<file path="src/rtl/csa_resolver_if.sv">
// csa_resolver_if: operand and result valid/ready bundle for csa_resolver.
// master drives operands and out_ready; slave is the resolver.
interface csa_resolver_if #(
    parameter int W = 8
);
    logic         in_valid;
    logic         in_ready;
    logic [W-1:0] s_in;
    logic [W-1:0] c_in;
    logic         cin;
    logic         out_valid;
    logic         out_ready;
    logic [W+1:0] result;
    logic         busy;

    modport master (
        output in_valid,
        output s_in,
        output c_in,
        output cin,
        output out_ready,
        input  in_ready,
        input  out_valid,
        input  result,
        input  busy
    );

    modport slave (
        input  in_valid,
        input  s_in,
        input  c_in,
        input  cin,
        input  out_ready,
        output in_ready,
        output out_valid,
        output result,
        output busy
    );
endinterface

</file>
<file path="src/rtl/csa_resolver.sv">
// csa_resolver: resolves (sum, carry, cin) to binary, CHUNK bits per clock.
// Optional CSA_RESOLVER_EARLY_EXIT_EN finishes once no carries remain.
module csa_resolver #(
    parameter int W     = 8,
    parameter int CHUNK = 4
) (
    input logic           clk,
    input logic           rst_n,
    csa_resolver_if.slave bus
);

    localparam int N  = (W + CHUNK) / CHUNK;
    localparam int P  = N * CHUNK;
    localparam int RW = W + 2;
    localparam int KW = (N > 1) ? $clog2(N) : 1;

    typedef enum logic [1:0] {
        IDLE,
        RESOLVE,
        DONE
    } state_t;

    state_t          state_q;
    state_t          state_d;
    logic [P-1:0]    a_q;
    logic [P-1:0]    a_d;
    logic [P-1:0]    b_q;
    logic [P-1:0]    b_d;
    logic [RW-1:0]   res_q;
    logic [RW-1:0]   res_d;
    logic            carry_q;
    logic            carry_d;
    logic [KW-1:0]   k_q;
    logic [KW-1:0]   k_d;

    logic [31:0]     off;
    logic [CHUNK-1:0] a_chk;
    logic [CHUNK-1:0] b_chk;
    logic [CHUNK:0]  csum;
    logic [P-1:0]    chk_mask;
    logic [P-1:0]    step;
    logic            last;

`ifdef CSA_RESOLVER_EARLY_EXIT_EN
    logic [P-1:0]    lo_mask;
    logic [P-1:0]    step_ee;
    logic            early;
`endif

    // Current chunk slice and its sum with the running carry.
    always_comb begin
        off      = 32'(k_q) * 32'(CHUNK);
        a_chk    = CHUNK'(a_q >> off);
        b_chk    = CHUNK'(b_q >> off);
        csum     = {1'b0, a_chk} + {1'b0, b_chk}
                 + {{CHUNK{1'b0}}, carry_q};
        chk_mask = P'({CHUNK{1'b1}}) << off;
        step     = (P'(res_q) & ~chk_mask)
                 | (P'(csum[CHUNK-1:0]) << off);
        last     = (k_q == KW'(N - 1));
    end

`ifdef CSA_RESOLVER_EARLY_EXIT_EN
    // No B bits above this chunk and no carry out: A passes through.
    always_comb begin
        lo_mask = ~({P{1'b1}} << (off + 32'(CHUNK)));
        step_ee = (step & lo_mask) | (a_q & ~lo_mask);
        early   = ((b_q >> (off + 32'(CHUNK))) == '0)
               && !csum[CHUNK];
    end
`endif

    always_comb begin
        state_d = state_q;
        a_d     = a_q;
        b_d     = b_q;
        res_d   = res_q;
        carry_d = carry_q;
        k_d     = k_q;
        unique case (state_q)
            IDLE: begin
                if (bus.in_valid) begin
                    a_d     = P'(bus.s_in);
                    b_d     = P'({bus.c_in, bus.cin});
                    carry_d = 1'b0;
                    k_d     = '0;
                    state_d = RESOLVE;
                end
            end
            RESOLVE: begin
                // Top bit tracks the carry so it lands at W+1 when P == W+1.
                res_d   = RW'({csum[CHUNK], step});
                carry_d = csum[CHUNK];
                k_d     = k_q + 1'b1;
                if (last) begin
                    state_d = DONE;
                end
`ifdef CSA_RESOLVER_EARLY_EXIT_EN
                else if (early) begin
                    res_d   = RW'({csum[CHUNK], step_ee});
                    state_d = DONE;
                end
`endif
            end
            DONE: begin
                if (bus.out_ready) begin
                    state_d = IDLE;
                end
            end
            default: begin
                state_d = IDLE;
            end
        endcase
    end

    always_ff @(posedge clk) begin
        if (!rst_n) begin
            state_q <= IDLE;
            a_q     <= '0;
            b_q     <= '0;
            res_q   <= '0;
            carry_q <= 1'b0;
            k_q     <= '0;
        end else begin
            state_q <= state_d;
            a_q     <= a_d;
            b_q     <= b_d;
            res_q   <= res_d;
            carry_q <= carry_d;
            k_q     <= k_d;
        end
    end

    assign bus.in_ready  = (state_q == IDLE);
    assign bus.out_valid = (state_q == DONE);
    assign bus.busy      = (state_q != IDLE);
    assign bus.result    = res_q;

endmodule

</file>
<file path="src/flat_wrapper.sv">
// flat-port wrapper written by rule: the top's interface ports become plain ports
module csa_resolver_flat 
#(
    parameter int W     = 8,
    parameter int CHUNK = 4
)
  (clk, rst_n, bus_in_valid, bus_s_in, bus_c_in, bus_cin, bus_out_ready, bus_in_ready, bus_out_valid, bus_result, bus_busy);
  csa_resolver_if #(.W(W)) bus_i ();
  input logic clk;
  input logic rst_n;
  input wire logic [$bits(bus_i.in_valid)-1:0] bus_in_valid;
  input wire logic [$bits(bus_i.s_in)-1:0] bus_s_in;
  input wire logic [$bits(bus_i.c_in)-1:0] bus_c_in;
  input wire logic [$bits(bus_i.cin)-1:0] bus_cin;
  input wire logic [$bits(bus_i.out_ready)-1:0] bus_out_ready;
  output wire logic [$bits(bus_i.in_ready)-1:0] bus_in_ready;
  output wire logic [$bits(bus_i.out_valid)-1:0] bus_out_valid;
  output wire logic [$bits(bus_i.result)-1:0] bus_result;
  output wire logic [$bits(bus_i.busy)-1:0] bus_busy;
  assign bus_i.in_valid = bus_in_valid;
  assign bus_i.s_in = bus_s_in;
  assign bus_i.c_in = bus_c_in;
  assign bus_i.cin = bus_cin;
  assign bus_i.out_ready = bus_out_ready;
  assign bus_in_ready = bus_i.in_ready;
  assign bus_out_valid = bus_i.out_valid;
  assign bus_result = bus_i.result;
  assign bus_busy = bus_i.busy;
  csa_resolver #(.W(W), .CHUNK(CHUNK)) u_core (.clk(clk), .rst_n(rst_n), .bus(bus_i));
endmodule
</file>
<file path="config.mk">
export PLATFORM = sky130hd
export DESIGN_NAME = csa_resolver_flat
export DESIGN_NICKNAME = d
export VERILOG_FILES = /design/src/rtl/csa_resolver_if.sv /design/src/rtl/csa_resolver.sv /design/src/flat_wrapper.sv
export SDC_FILE = /design/constraint.sdc
export NUM_CORES = 1
export LEC_CHECK = 0
export CORE_UTILIZATION = 35
export DETAILED_ROUTE_END_ITERATION = 8
export GPL_ROUTABILITY_DRIVEN = 0
export PLACE_DENSITY = 0.65
export SLEW_MARGIN = 20
export SYNTH_ARGS = -nofsm -noshare
export SYNTH_HDL_FRONTEND = slang
export SYNTH_SLANG_ARGS = --single-unit
</file>
<file path="constraint.sdc">
create_clock -name clk -period 2.5 [get_ports clk]
set_clock_uncertainty 0.15 [all_clocks]
set_input_delay 0.375 -clock clk [delete_from_list [all_inputs] [get_ports clk]]
set_output_delay 0.375 -clock clk [all_outputs]
set_load 0.05 [all_outputs]
</file>
# Yosys cells after proc, flatten, opt, wreduce, memory -nomap -nowiden
# Index checks and enable logic that the tools add are counted.
# W data, S select, Z words.
dict set report word_totals {
  ff_bits 32
  inputBits 21
  wordCells 36
  rom_bits 0
  n_memories 0
  out_inout_bits 13
  ram_bits 0
  latchBits 0
}
dict set report classes {
  n_addsub 3
  shifts 4
  n_bitwise 3
  reduce_logical 6
  muxes 8
  order_cmp 0
  n_eq_ne 6
  div 0
  n_mul 0
}
# op count
set ops {}
lappend ops {{$and A10 B10 Y10} 1}
lappend ops {{$not A10 Y10} 1}
lappend ops {{$or A10 B10 Y10} 1}
lappend ops {{$shl A4 B4 Y10} 1}
lappend ops {{$shl A4 B4 Y10 const A} 1}
lappend ops {{$shr A9 B4 Y4} 1}
lappend ops {{$mux W2} 4}
lappend ops {{$shr A8 B4 Y4} 1}
lappend ops {{$pmux W2 S3} 1}
lappend ops {{$add A4 B4 Y5} 1}
lappend ops {{$add A5 B1 Y5} 1}
lappend ops {{$eq A2 B2 Y1 const B} 2}
lappend ops {{$ne A2 B2 Y1 const B} 2}
lappend ops {{$pmux W2 S2} 1}
lappend ops {{$reduce_and A2 Y1} 2}
lappend ops {{$reduce_bool A2 Y1} 2}
lappend ops {{$reduce_and A3 Y1} 1}
lappend ops {{$add A2 B1 Y2 const B} 1}
lappend ops {{$eq A2 B1 Y1 const B} 1}
lappend ops {{$logic_not A2 Y1} 1}
lappend ops {{$ne A2 B1 Y1 const B} 1}
lappend ops {{$pmux W1 S2} 1}
lappend ops {{$mux W1} 1}

# Depth between registers and ports, before layout
dict set report depth {
  depth_word 5
  depth_mapped 9
  mapped_depth_nobuf 8
}

# Worst setup path after synthesis
# OpenSTA, ideal clock, no wires.
dict set report synth_timing {
  path_kind {reg-to-reg}
  start {reg u_core.k_q[0]}
  end {reg u_core.carry_q}
  setup_time_ns 0.132
  path_buffers 1
  slack_ns -0.183
  stages_incl_launch_ff 9
  synth_period_minus_slack_ns 2.683
  arrival_ns 2.401
  path_cell_list {dfxtp_1 buf_2 mux2i_1 o21ai_0 fa_1 fa_1 a21o_1 a2111oi_0 nor3b_1}
}
dict set report synth_via {
  elab_chain_cells 4
}
# element line
set synth_rtl {}
lappend synth_rtl {{start, declared} csa_resolver.sv:33} ;# logic [KW-1:0] k_q;
lappend synth_rtl {{start signal, assigned} csa_resolver.sv:130} ;# k_q <= k_d;
lappend synth_rtl {{$shr A8 B4 Y4 or $shr A9 B4 Y4 (tied branches)} {csa_resolver.sv:53, csa_resolver.sv:54}}
lappend synth_rtl {{$add A4 B4 Y5 (*)} csa_resolver.sv:55} ;# csum = {1'b0, a_chk} + {1'b0, b_chk}
lappend synth_rtl {{$add A5 B1 Y5 (*)} csa_resolver.sv:56} ;# + {{CHUNK{1'b0}}, carry_q};
lappend synth_rtl {{$pmux W1 S2 (*)} csa_resolver.sv:80} ;# unique case (state_q)
lappend synth_rtl {{end signal, assigned} csa_resolver.sv:129} ;# carry_q <= carry_d;
lappend synth_rtl {{end, declared} csa_resolver.sv:31} ;# logic carry_q;
# Mark *: on every way between the ends. The rest lies on a longest branch, timed or not.
# A chain may end at the register's enable or synchronous reset.

# Worst setup path in the final report
# Ends and elaborated chain as after synthesis.

==> results.md <==
- Fill cells: 449
- Gr usage total: 15.1%
- PwrDens: 570 mW/mm²
- Sequential fraction of design power: 45.4%
- Comb power frac: 20.5%
- Die area: 0.00493 mm²
- Area occupied by multi-input gates: 927 µm²
- Initial antenna violation count: 0
- Die H: 70.2 µm
- Worst Path Buf+Inv: 0
- Crit path capture type: flip-flop
- Starting Density: 36.9%
- Post-placement setup slack: 0.0870 ns
- Biggest cell delay along the critical path: 0.40 ns
- Top delay family on crit path: adder cells
- IO Count: 34
- Post-synth top area cell: dfxtp_1
- Hold WS: 0.314 ns
- GR Overflow Total: 0
- Antenna diodes: 0
- Fin. Hold Viols: 0
- Worst-Margin Slew: 0.502 ns
- RSZ-0062 raised after global routing: no
- Leakage power: 0.823 nW
- Clock Tree Buf Depth: 2
- Via-per-instance ratio: 5.00
- Count of cell types in the netlist: 34
- Core Region: 0.00441 mm²
- Mapped Cells: 177
- CP required: 2.52 ns
- CTS tree: built
- # hold bufs at CTS: 0
- Vias in the first global route: 1220
- Hold crit path type: flip-flop to flip-flop
- Slew headroom: 66.4%
- Worst skew pair latency: 0.29 ns
- Top post-synthesis cells by area: dfxtp_1 (39%), a21boi_0 (8.3%), nand2_1 (8.1%)
- Post-detail-place hpwl: 2450 µm
- Worst-path fanout max: 5
- Non-filler instance count after layout: 267
- Clock Sinks: 32
- Rows: 24
- CP startpoint kind: flip-flop
- Avg Cell Area, Syn: 9.20 µm²
- Syn Nets: 206
- Drt total wl: 3430 µm
- Reg2Reg Setup Slack: 0.14 ns
- YS warnings: 0
- Crit path arrival time: 2.37 ns
- Post-Syn Area: 0.00163 mm²
- Area share of the largest cell type after synthesis: 39.3%
- Fraction of layout cells with a size suffix above 1: 12.1%
- Status: complete, no violations
- Drt first pass iters: 4
- Critical-path cell list: mux2i_1, o21ai_0, fa_2, fa_1, a21o_1, a2111oi_2, nor3b_1
- Port Buf Inserts: 33
- Clk root buf: clkbuf_8
- Peak supply drop: 312 µV
- Setup TNS: 0 ns
- # Post-CTS Setup Buffers: 0
- DRT antenna net count: 0
- Clk slew on worst S/H paths: 0.07 ns
- Slew Limit Fails: 0
- #FFs+latches synth: 32
- Seq/Total Area, Yosys: 39.3%
- Number of remaining DRC errors: 0
- Max-cap violations: 0
- Nets@finish: 243
- Setup violators final: 0
- First DRT Iteration DRCs: 74
- NetSw: 0.345 mW
- P&R area growth vs syn: 30.9%
- Switching Share: 28.4%
- Seq. cell area: 644 µm²
- Global-route wire length before repair: 5760 µm
- CP max-delay cell: fa_1
- Int Pwr: 0.870 mW
- Die width: 70.2 µm
- Setup ws final: 0.143 ns
- Via count: 1334
- WL/cell: 12.8 µm
- Largest net degree at the start of global routing: 34
- Max Clk Rate: 424 MHz
- WS Path Type: flip-flop to flip-flop
- Placed insts: 259
- CTS HTree Levels: 2
- Post-layout min period: 2.36 ns
- Clock power share: 34.1%
- Fin crit share: 94.3%
- CTS Buf Count: 5
==> kinds of logic (layout without fill, tap and decap cells) <==
group / count (synthesis) / count (layout) / share of synthesized area, %
AO/OA/AOI/OAI: 40 / 40 / 19.7
XOR/XNOR: 1 / 1 / 0.538
adder cells (fa/ha/maj): 8 / 8 / 7.07
buffers and inverters: 15 / 53 / 4.30
flip-flops: 32 / 32 / 39.3
multiplexers: 8 / 8 / 4.92
AND/OR/NAND/NOR: 73 / 73 / 24.2
==> per-stage QoR <==
step	power, mW	cell area, µm²	util (%)
finish	1.21	2130	48.3
global placement	0.809	2030	46.0
floorplan	0.723	1640	-
CTS	1.23	2120	48.1
global route	1.28	2130	48.3
detailed placement	0.813	2030	46.0
==> worst reg2reg max path: cells and delay by family (launching register included) <==
family / cells / cell delay (ns)
AO/OA/AOI/OAI: 3 / 0.67
multiplexers: 1 / 0.17
flip-flops: 1 / 0.38
adder cells (fa/ha/maj): 2 / 0.79
AND/OR/NAND/NOR: 1 / 0.08
==> final timing paths <==
check / end / from / cells past startpoint
hold / removal: u_core.a_q[2] / u_core.a_q[2] / 2
hold reg to reg: u_core.a_q[2] / u_core.a_q[2] / 2
setup / recovery: u_core.carry_q / u_core.k_q[0] / 7
setup reg to reg: u_core.carry_q / u_core.k_q[0] / 7
==> synthesized netlist by cell type <==
master	n
a2111oi_0	2
a2111oi_4	1
a21boi_0	18
a21o_1	3
a21oi_1	3
a22oi_1	7
a311o_1	2
a32oi_1	2
and3_1	2
and4bb_2	1
buf_2	5
buf_6	1
clkbuf_1	5
dfxtp_1	32
fa_1	2
ha_1	6
inv_1	4
mux2i_1	8
nand2_1	35
nand2b_1	1
nand3_1	1
nand3b_1	3
nand4bb_1	1
nor2_1	7
nor2b_1	14
nor3b_1	3
nor3b_4	1
nor4b_1	1
o21ai_0	1
o21bai_1	1
or2_2	1
or3b_2	1
or4b_4	1
xor2_1	1
==> power groups by stage <==
stage | Sequential [mW] | Clock, mW | Combinational, mW
finish | 0.552 | 0.414 | 0.249
global route | 0.555 | 0.451 | 0.272
CTS | 0.553 | 0.423 | 0.249
detailed placement | 0.564 | 0 | 0.248
global placement | 0.564 | 0 | 0.245
floorplan | 0.580 | 0 | 0.143
==> timing repair <==
item / in CTS / in global routing
endpoints found under the setup margin: 0 / 1
endpoints found under the hold margin: 0 / 0
gates resized for setup: 0 / 2
==> placed cells by master (no fill, tap or decap), types with 3 or more instances in the layout <==
cell type / instances
nand2_1: 35
clkdlybuf4s50_1: 32
dfxtp_1: 31
a21boi_0: 18
nor2b_1: 14
buf_4: 9
mux2i_1: 8
nor2_1: 7
a22oi_1: 7
ha_1: 6
clkbuf_8: 6
inv_1: 4
nand3b_1: 3
a21oi_1: 3
a21o_1: 3
nor3b_1: 3
==> state kept, by name, indices dropped and copies added, names as in the netlist <==
signal and cells:
u_core.state_q 2, u_core.b_q 9, u_core.bus.result 10, u_core.carry_q 1
u_core.k_q 2, u_core.a_q 8
==> area by class of cell <==
class                   count  share of cell area [%]
well taps                  52                    3.05
inverters                   4                   0.704
clock inverters             2                   0.469
clock buffers               6                    3.87
flip-flops and latches     32                    30.2
multi-input cells         130                    43.5
repair buffers             41                    18.2
==> metal layers <==
metal  up-vias  track usage [%]  routed length (µm)
met3         7             4.04                 125
met2        27             22.1                1520
li1        688                -                   -
met5         -                0                   0
met4         0             6.00                  53
met1       612             20.8                1730
No activity file was read; power rests on OpenSTA's default activity.
